### config.mk
export PLATFORM = sky130hd
export DESIGN_NAME = led_fade_pwm
export DESIGN_NICKNAME = d
export VERILOG_FILES = /design/src/rtl/led_fade_pwm.sv
export SDC_FILE = /design/constraint.sdc
export NUM_CORES = 1
export LEC_CHECK = 0
export BUFFER_PORTS_ARGS = -buffer_cell sky130_fd_sc_hd__clkbuf_2
export CAP_MARGIN = 40
export CORE_MARGIN = 2
export CORE_UTILIZATION = 60
export DETAILED_ROUTE_END_ITERATION = 8
export HOLD_SLACK_MARGIN = 0.12
export PLACE_DENSITY = 0.85
export SYNTH_ARGS = -nofsm -noshare
export SYNTH_HDL_FRONTEND = slang
export SYNTH_SLANG_ARGS = --single-unit
### constraint.sdc
create_clock -name CLOCK_50 -period 7.5 [get_ports CLOCK_50]
set_clock_uncertainty 0.05 [all_clocks]
set_input_delay 0.375 -clock CLOCK_50 [delete_from_list [all_inputs] [get_ports CLOCK_50]]
set_output_delay 0.375 -clock CLOCK_50 [all_outputs]
set_load 0.1 [all_outputs]
### src/rtl/led_fade_pwm.sv
// led_fade_pwm: multi-channel LED dimmer. Each level ramps linearly toward a target and drives a
// glitch-free PWM output. Define FADE_GAMMA_EN to map level to duty through an approximate gamma-2 curve.
module led_fade_pwm #(
  parameter int unsigned CHANNELS = 3,
  parameter int unsigned PWM_BITS = 8,
  parameter int unsigned TICK_DIV = 50000
) (
  input  logic                         CLOCK_50,
  input  logic                         reset,
  input  logic [CHANNELS*PWM_BITS-1:0] target,
  input  logic [PWM_BITS-1:0]          step,
  input  logic                         load,
  output logic [CHANNELS*PWM_BITS-1:0] level,
  output logic [CHANNELS-1:0]          pwm_out,
  output logic                         busy,
  output logic                         done
);

  localparam int unsigned DIV_W = $clog2(TICK_DIV);
  localparam logic [DIV_W-1:0]    DIV_LOAD = DIV_W'(TICK_DIV - 1);
  localparam logic [PWM_BITS-1:0] LVL_MAX  = '1;
  localparam logic [PWM_BITS-1:0] CNT_LAST = LVL_MAX - PWM_BITS'(1);
`ifdef FADE_GAMMA_EN
  localparam int unsigned SQ_W = 2 * PWM_BITS;
`endif

  typedef enum logic {
    IDLE = 1'b0,
    FADE = 1'b1
  } state_t;

  state_t state_q;
  state_t state_d;

  logic [PWM_BITS-1:0] lvl_q       [CHANNELS];
  logic [PWM_BITS-1:0] lvl_d       [CHANNELS];
  logic [PWM_BITS-1:0] tgt_q       [CHANNELS];
  logic [PWM_BITS-1:0] tgt_d       [CHANNELS];
  logic [PWM_BITS-1:0] tgt_in      [CHANNELS];
  logic [PWM_BITS-1:0] duty_shadow [CHANNELS];
  logic [PWM_BITS-1:0] cmp         [CHANNELS];

  logic [PWM_BITS-1:0] step_q;
  logic [PWM_BITS-1:0] step_d;
  logic [PWM_BITS-1:0] pwm_cnt;
  logic [DIV_W-1:0]    div_q;
  logic                tick;
  logic                cnt_wrap;
  logic                all_eq;
  logic                done_d;

  // Move cur toward tgt by at most stp; the extra bit keeps the gap arithmetic free of wrap-around.
  function automatic logic [PWM_BITS-1:0] step_toward(
    input logic [PWM_BITS-1:0] cur,
    input logic [PWM_BITS-1:0] tgt,
    input logic [PWM_BITS-1:0] stp
  );
    logic [PWM_BITS:0] c;
    logic [PWM_BITS:0] t;
    logic [PWM_BITS:0] s;
    logic [PWM_BITS:0] gap;
    logic [PWM_BITS:0] res;
    c   = {1'b0, cur};
    t   = {1'b0, tgt};
    s   = {1'b0, stp};
    gap = '0;
    res = c;
    if (c < t) begin
      gap = t - c;
      res = c + ((s < gap) ? s : gap);
    end else if (c > t) begin
      gap = c - t;
      res = c - ((s < gap) ? s : gap);
    end
    return PWM_BITS'(res);
  endfunction

  // Level to PWM compare value.
  function automatic logic [PWM_BITS-1:0] duty_of(input logic [PWM_BITS-1:0] lvl);
`ifdef FADE_GAMMA_EN
    logic [SQ_W-1:0] sq;
    sq = SQ_W'(lvl) * SQ_W'(lvl);
    return (lvl == LVL_MAX) ? LVL_MAX : PWM_BITS'(sq >> PWM_BITS);
`else
    return lvl;
`endif
  endfunction

  for (genvar g = 0; g < int'(CHANNELS); g++) begin : g_pack
    assign tgt_in[g]                          = target[g*PWM_BITS +: PWM_BITS];
    assign level[g*PWM_BITS +: PWM_BITS]      = lvl_q[g];
  end

  assign tick     = (div_q == '0);
  assign cnt_wrap = (pwm_cnt == CNT_LAST);

  always_comb begin
    for (int i = 0; i < int'(CHANNELS); i++) begin
      cmp[i] = duty_of(lvl_q[i]);
    end
  end

  // State register
  always_ff @(posedge CLOCK_50) begin
    if (!reset) begin
      state_q <= IDLE;
    end else begin
      state_q <= state_d;
    end
  end

  // Next state, fade stepping and completion
  always_comb begin
    state_d = state_q;
    done_d  = 1'b0;
    step_d  = step_q;
    all_eq  = 1'b1;
    for (int i = 0; i < int'(CHANNELS); i++) begin
      lvl_d[i] = lvl_q[i];
      tgt_d[i] = tgt_q[i];
      if (lvl_q[i] != tgt_q[i]) begin
        all_eq = 1'b0;
      end
    end

    if (load) begin
      // Load wins over a coincident tick: latch only, no step this cycle.
      state_d = FADE;
      step_d  = (step == '0) ? PWM_BITS'(1) : step;
      for (int i = 0; i < int'(CHANNELS); i++) begin
        tgt_d[i] = tgt_in[i];
      end
    end else begin
      case (state_q)
        IDLE: begin
          state_d = IDLE;
        end
        FADE: begin
          if (all_eq) begin
            state_d = IDLE;
            done_d  = 1'b1;
          end else if (tick) begin
            for (int i = 0; i < int'(CHANNELS); i++) begin
              lvl_d[i] = step_toward(lvl_q[i], tgt_q[i], step_q);
            end
          end
        end
        default: begin
          state_d = IDLE;
        end
      endcase
    end
  end

  // Datapath, divider, PWM and registered outputs
  always_ff @(posedge CLOCK_50) begin
    if (!reset) begin
      for (int i = 0; i < int'(CHANNELS); i++) begin
        lvl_q[i]       <= '0;
        tgt_q[i]       <= '0;
        duty_shadow[i] <= '0;
      end
      step_q  <= PWM_BITS'(1);
      pwm_cnt <= '0;
      pwm_out <= '0;
      div_q   <= DIV_LOAD;
      busy    <= 1'b0;
      done    <= 1'b0;
    end else begin
      for (int i = 0; i < int'(CHANNELS); i++) begin
        lvl_q[i]   <= lvl_d[i];
        tgt_q[i]   <= tgt_d[i];
        pwm_out[i] <= (pwm_cnt < duty_shadow[i]);
        // Shadow only updates at the period boundary so a period never glitches.
        if (cnt_wrap) begin
          duty_shadow[i] <= cmp[i];
        end
      end
      step_q  <= step_d;
      pwm_cnt <= cnt_wrap ? '0 : pwm_cnt + PWM_BITS'(1);
      div_q   <= (load || tick) ? DIV_LOAD : div_q - DIV_W'(1);
      busy    <= (state_d == FADE);
      done    <= done_d;
    end
  end

endmodule

==> results of run 1 <==
[path summary, 6_finish.rpt]
check,from,endpoint,slack [ns],depth (start not counted)
worst max-delay path,tgt_q[0][8]$_SDFFE_PN0P_,lvl_q[0][15]$_SDFFE_PN0P_,1.18,26
worst min-delay path,target[11],tgt_q[0][11]$_SDFFE_PN0P_,0.19,3
worst max register to register,tgt_q[0][8]$_SDFFE_PN0P_,lvl_q[0][15]$_SDFFE_PN0P_,1.18,26
worst min register to register,div_q[0]$_SDFF_PP1_,div_q[0]$_SDFF_PP1_,0.39,1
[worst max-delay path, cell delays in order, from the launching register on]
cell and delay [ns]:
dfxtp_1 0.37, inv_1 0.06, ha_1 0.20, fa_1 0.43
nand2b_1 0.17, a21oi_1 0.31, xor2_1 0.25, inv_1 0.11
ha_1 0.30, a21o_1 0.16, a21o_1 0.17, a211o_1 0.28
o221ai_1 0.76, nor2_1 0.10, a21oi_1 0.17, ha_1 0.26
a21oi_1 0.28, ha_1 0.29, nor2b_1 0.14, o21ai_0 0.23
a21boi_0 0.18, o21ai_0 0.18, nand2b_1 0.10, a31oi_1 0.21
nand2_1 0.07, mux2i_1 0.22, mux2i_1 0.21
[per-layer routing]
layer / part of all wire / wire [um] / global-route usage / up-vias
met4: 0.027 / 648 / 0.1114 / 0
met5: 0 / 0 / 0 / -
met3: 0.072 / 1738 / 0.05497 / 56
met2: 0.48 / 11420 / 0.4899 / 296
li1: - / - / - / 4110
met1: 0.42 / 10180 / 0.3693 / 3918
[synth_stat cells (all sizes together), types with 3 or more instances]
| library cell | instances | area [um^2] |
|---|---|---|
| nand2 | 55 | 206.5 |
| nand4 | 13 | 81.33 |
| nand2b | 23 | 143.9 |
| o2111ai | 3 | 26.28 |
| or3 | 9 | 61.31 |
| nor2 | 124 | 465.5 |
| a21boi | 7 | 52.55 |
| a31oi | 4 | 25.02 |
| o211ai | 14 | 105.1 |
| and2 | 3 | 18.77 |
| a211oi | 12 | 90.09 |
| buf | 3 | 23.77 |
| dfxtp | 85 | 1702 |
| o31ai | 4 | 30.03 |
| o31a | 3 | 26.28 |
| or2 | 5 | 31.28 |
| nand3b | 5 | 41.29 |
| nor2b | 17 | 106.4 |
| o21ai | 47 | 235.2 |
| o21bai | 3 | 22.52 |
| or4 | 3 | 30.03 |
| edfxtp | 24 | 720.7 |
| nand3 | 26 | 130.1 |
| nor4 | 30 | 202.7 |
| a21oi | 76 | 387.9 |
| a21o | 34 | 255.2 |
| nor3 | 22 | 110.1 |
| mux2i | 67 | 670.6 |
| mux2 | 4 | 45.04 |
| xor2 | 30 | 262.8 |
| clkbuf | 42 | 157.7 |
| a221oi | 4 | 35.03 |
| and4 | 3 | 26.28 |
| ha | 138 | 1727 |
| inv | 109 | 409.1 |
| fa | 9 | 180.2 |
| xnor2 | 57 | 499.2 |
[kinds of logic (layout without fill, tap and decap cells)]
family                   after synthesis  in the layout  share of synthesized area
buffers and inverters                156            200                    0.06225
AO/OA/AOI/OAI                        231            231                     0.1531
multiplexers                          71             71                    0.07449
XOR/XNOR                              87             87                    0.07931
AND/OR/NAND/NOR                      347            347                     0.1802
flip-flops                           109            109                     0.2521
adder cells (fa/ha/maj)              147            147                     0.1985
[power breakdown]
part	internal [mW]	switching, mW
logic	0.261	0.366
registers	0.615	0.0248
clock network	0.241	0.240
[placed cells by master, fill, tap and decap left out, types with 9 or more instances in the layout]
cell type  instances
nand2b_1          23
nand3_1           26
clkbuf_2          63
dfxtp_1           85
nor4_1            29
ha_1             138
nand2_1           55
clkbuf_16          9
edfxtp_1          24
nand4_1           13
a21o_1            34
nor3_1            22
xnor2_1           57
inv_1            108
nor2_1           124
xor2_1            30
fa_1               9
nor2b_1           17
a21oi_1           74
a211oi_1          12
buf_4             10
o211ai_1          14
mux2i_1           67
o21ai_0           44
[registers in the layout, summed over array words and instances (netlist names), 3 cells and up]
name         flops
duty_shadow     24
lvl_q           24
tgt_q           24
div_q           16
pwm_cnt          8
step_q           8
pwm_out          3
[metrics by stage]
stage,cells,util,area [um^2]
after CTS,1407,0.6578,10370
after global placement,1391,0.6394,10080
after floorplan,1148,-,9608
final,1408,0.6583,10380
after detailed placement,1391,0.6394,10080
after global routing,1408,0.6583,10380
[layout make-up]
| class | count | area [um^2] |
|---|---|---|
| sequential | 109 | 2422 |
| clock buffer | 10 | 239.0 |
| inverter | 111 | 416.7 |
| fill | 1300 | 5389 |
| clock inverter | 6 | 51.30 |
| tap | 216 | 270.3 |
| timing repair buffer | 73 | 390.4 |
| multi-input combinational | 883 | 6591 |
==> impl_results.md, run 1 <==
- Post-CTS Setup Bufs: 0
- I/O pin count: 64
- GRT Resource Usage Total: 0.2902
- IO buf count: 63
- Max-slew violations: 0
- Vias in the first global route: 8083
- Unique masters post-synth: 69
- CTS resizes: 0
- CTS Hold Bufs: 0
- CP Max Fanout: 12
- CTS tree: done
- DIE WIDTH: 130.5 um
- LEAKAGE: 4.656 nW
- RSZ-0062 raised after global routing: false
- Proportion of layout cells with a drive suffix above 1: 0.09228
- Die area: 17040 um^2
- Root Buffer: clkbuf_16
- Post-synthesis sequential area ratio: 0.2521
- First drt pass iteration count: 5
- Req. time, crit path: 7.75 ns
- Max Buffers Root-to-Sink: 2
- Final #Nets: 1369
- Initial antenna violation count: 0
- DRC violations left: 0
- #FFs+latches synth: 109
- Row cnt: 46
- HPWL after detailed placement: 18.06 mm
- Fmax: 0.1581 GHz
- Syn_nets: 1330
- Sink Count: 109
- Via density: 5.952
- Worst Path Arrival: 6.57 ns
- Routed WL: 23.99 mm
- N_diodes: 0
- Clk pin slew, worst setup/hold paths: 0.08 ns
- Peak supply drop: 0.09698 mV
- Syn Area/Cell: 8.369 um^2
- Starting Density: 0.6093
- Post-synth ARST share: 0
- First-pass GRT wire length: 39.32 mm
- Tcrit/Tclk final: 0.8433
- Worst slack, placed: 1.277 ns
- Die Height: 130.5 um
- ANT nets after route: 0
- DR WL/cell: 17.04 um
- Minimum clock period: 6.325 ns
- Netlist Area Pre-Place: 9608 um^2
- Worst-margin pin slew: 0.9864 ns
- Setup Viol. Count Final: 0
- GP Congestion: 0.9507
- Total gr overflow: 0
- Outcome: finished clean
- Post-synth top flop: dfxtp_1
- Synth Instances: 1148
- Fin Setup TNS: 0 ns
- Fin Hold WS: 0.1907 ns
- Total core area: 15770 um^2
- Fin worst setup slack: 1.175 ns
- Hold Vio Cnt, Final: 0
- Overall Power: 1.748 mW
- Slew headroom: 0.3424
- CTS Buf Count: 9
- Syn-to-layout area delta: 8.048%
- Via count: 8380
- Largest net degree at the start of global routing: 50
- Power density over the cells: 168.4 nW/um^2
- Critical path endpoint category: flop
- Clk_lat worst skew: 0.37 ns
- Post-synth EDFFs: 24
- Worst Path Class, Setup: flop to flop
- H-tree levels: 3
- Min-Delay Path Class: input pin to flop
- Initial DRC Count: 589
- Max-cap violation count: 0
- CP Launch Type: flop
- Synth Warn #: 0
Power figures use the tool's default switching activity.
==> run 2, diff against run 1 <==
--- a/config.mk
+++ b/config.mk
@@ -8,7 +8,7 @@
 export BUFFER_PORTS_ARGS = -buffer_cell sky130_fd_sc_hd__clkbuf_2
 export CAP_MARGIN = 40
 export CORE_MARGIN = 2
-export CORE_UTILIZATION = 60
+export CORE_UTILIZATION = 57
 export DETAILED_ROUTE_END_ITERATION = 8
 export HOLD_SLACK_MARGIN = 0.12
 export PLACE_DENSITY = 0.85
==> constraint.sdc (replaced) <==
create_clock -name CLOCK_50 -period 5.1 [get_ports CLOCK_50]
set_clock_uncertainty 0.05 [all_clocks]
set_input_delay 0.255 -clock CLOCK_50 [delete_from_list [all_inputs] [get_ports CLOCK_50]]
set_output_delay 0.255 -clock CLOCK_50 [all_outputs]
set_load 0.1 [all_outputs]
==> impl_results.md, run 2 (synthesis gave the netlist of run 1 again) <==
- LEAKAGE: 5.414 nW
- Outcome: finished with violations
- Slowest stage delay, CP: 0.40 ns
- First-pass GRT wire length: 43.50 mm
- Final #Nets: 1512
- Routed WL: 30.16 mm
- H-tree levels: 3
- IO buf count: 63
- Sink Count: 109
- Max-cap violation count: 0
- I/O pin count: 64
- Req. time, crit path: 5.35 ns
- Hold Vio Cnt, Final: 0
- Peak supply drop: 0.1917 mV
- GRT Resource Usage Total: 0.3046
- Worst Path Class, Setup: flop to flop
- Worst Path Arrival: 5.57 ns
- Power density over the cells: 248.9 nW/um^2
- Starting Density: 0.5814
- Tcrit/Tclk final: 1.043
- Fin worst setup slack: -0.2189 ns
- Clk pin slew, worst setup/hold paths: 0.09 ns
- Post-layout util: 0.7347
- Min-Delay Path Class: input pin to flop
- Initial antenna violation count: 0
- CTS Buf Count: 9
- First drt pass iteration count: 5
- Fmax: 0.1880 GHz
- CP Max Fanout: 7
- CP Launch Type: flop
- Proportion of layout cells with a drive suffix above 1: 0.2629
- DRC violations left: 0
- Die area: 17910 um^2
- Total gr overflow: 0
- Largest net degree at the start of global routing: 49
- DIE WIDTH: 133.8 um
- Max Buffers Root-to-Sink: 2
- Max-slew violations: 0
- GP Congestion: 0.9593
- FILL cells: 1085
- ANT nets after route: 0
- DR WL/cell: 19.39 um
- Via density: 6.145
- Clk_lat worst skew: 0.38 ns
- Die Height: 133.8 um
- Worst path top cell family by delay: simple AND/OR/NAND/NOR gates
- Worst-margin pin slew: 0.8393 ns
- Critical path endpoint category: flop
- Syn-to-layout area delta: 26.36%
- Overall Power: 3.022 mW
- Setup Viol. Count Final: 6
- Total core area: 16520 um^2
- Vias in the first global route: 8783
- CTS tree: done
- Row cnt: 47
- Failing checks: setup timing
- Crit-path slowest cell: fa_2
- CP Buf/Inv Count: 1
- Initial DRC Count: 815
- Root Buffer: clkbuf_16
- Via count: 9556
- RSZ-0062 raised after global routing: true
- Slew headroom: 0.4397
- Most frequent cells in the layout: nor2_1, buf_4, ha_1
- Fin Hold WS: 0.1213 ns
- HPWL after detailed placement: 19.63 mm
- Biggest regs: duty_shadow x24, lvl_q x24, tgt_q x24
- N_diodes: 0
- Minimum clock period: 5.319 ns
==> run 2: final timing paths <==
check	from	end	slack, ns	depth (start not counted)
worst max-delay path	tgt_q[0][0]$_SDFFE_PN0P_	lvl_q[0][7]$_SDFFE_PN0P_	-0.22	27
worst min-delay path	step[6]	step_q[6]$_SDFFE_PN0P_	0.12	3
worst max register to register	tgt_q[0][0]$_SDFFE_PN0P_	lvl_q[0][7]$_SDFFE_PN0P_	-0.22	27
worst min register to register	div_q[0]$_SDFF_PP1_	div_q[0]$_SDFF_PP1_	0.39	1
==> run 2: timing repair <==
action | CTS | global route
hold buffers | 26 | 0
setup endpoints to repair | 7 | 12
setup buffers | 11 | 35
hold endpoints to repair | 26 | 0
gates resized for setup | 24 | 110
pin swaps | 13 | 75
==> run 2: cell type report <==
cell class,instances,area [um^2],area share
Clock buffer,9,225.2,0.01855
Clock inverter,7,86.33,0.007111
Inverter,111,419.2,0.03453
Multi-Input combinational cell,883,7097,0.5846
Sequential cell,109,2482,0.2045
Tap cell,220,275.3,0.02267
Timing Repair Buffer,216,1555,0.1281
==> run 2: worst register-to-register path, cell delays in order (launching register included) <==
cell      delay, ns
dfxtp_4        0.38
inv_1          0.07
ha_4           0.17
fa_2           0.40
nand2b_4       0.16
a21oi_4        0.19
nor4b_2        0.08
nor3_2         0.24
ha_1           0.29
nand4_1        0.10
a21oi_1        0.07
nor3_1         0.31
a21o_2         0.27
nor2_1         0.06
a21oi_1        0.16
ha_2           0.26
nand3_1        0.11
xnor2_1        0.25
nand2_1        0.13
a21oi_2        0.19
a21oi_2        0.07
ha_1           0.33
o21ai_1        0.10
nand2b_1       0.12
nand3_2        0.10
and3b_1        0.19
mux2i_2        0.20
mux2i_1        0.20
==> run 2: per-layer routing <==
layer	global-route usage	wire length (um)
met5	0	0
met4	0.1643	1850
met3	0.04649	2433
met2	0.4983	14030
met1	0.3877	11850
==> run 2: report_power, final <==
part | internal (mW) | switching [mW] | leakage, nW
Clock | 0.355 | 0.409 | 0.151
Combinational | 0.621 | 0.706 | 4.30
Sequential | 0.898 | 0.0325 | 0.967
==> run 2: per-stage QoR <==
| stage | setup WS [ns] | TNS (ns) | instance area (um^2) | instances |
|---|---|---|---|---|
| global placement | -0.06597 | -0.1131 | 10720 | 1466 |
| global route | -0.4085 | -2.602 | 12140 | 1555 |
| floorplan | -0.01254 | -0.01254 | 9717 | 1148 |
| finish | -0.2189 | -0.6963 | 12140 | 1555 |
| CTS | -0.002417 | -0.002417 | 11450 | 1520 |
| detailed placement | -0.1868 | -0.5774 | 10730 | 1467 |
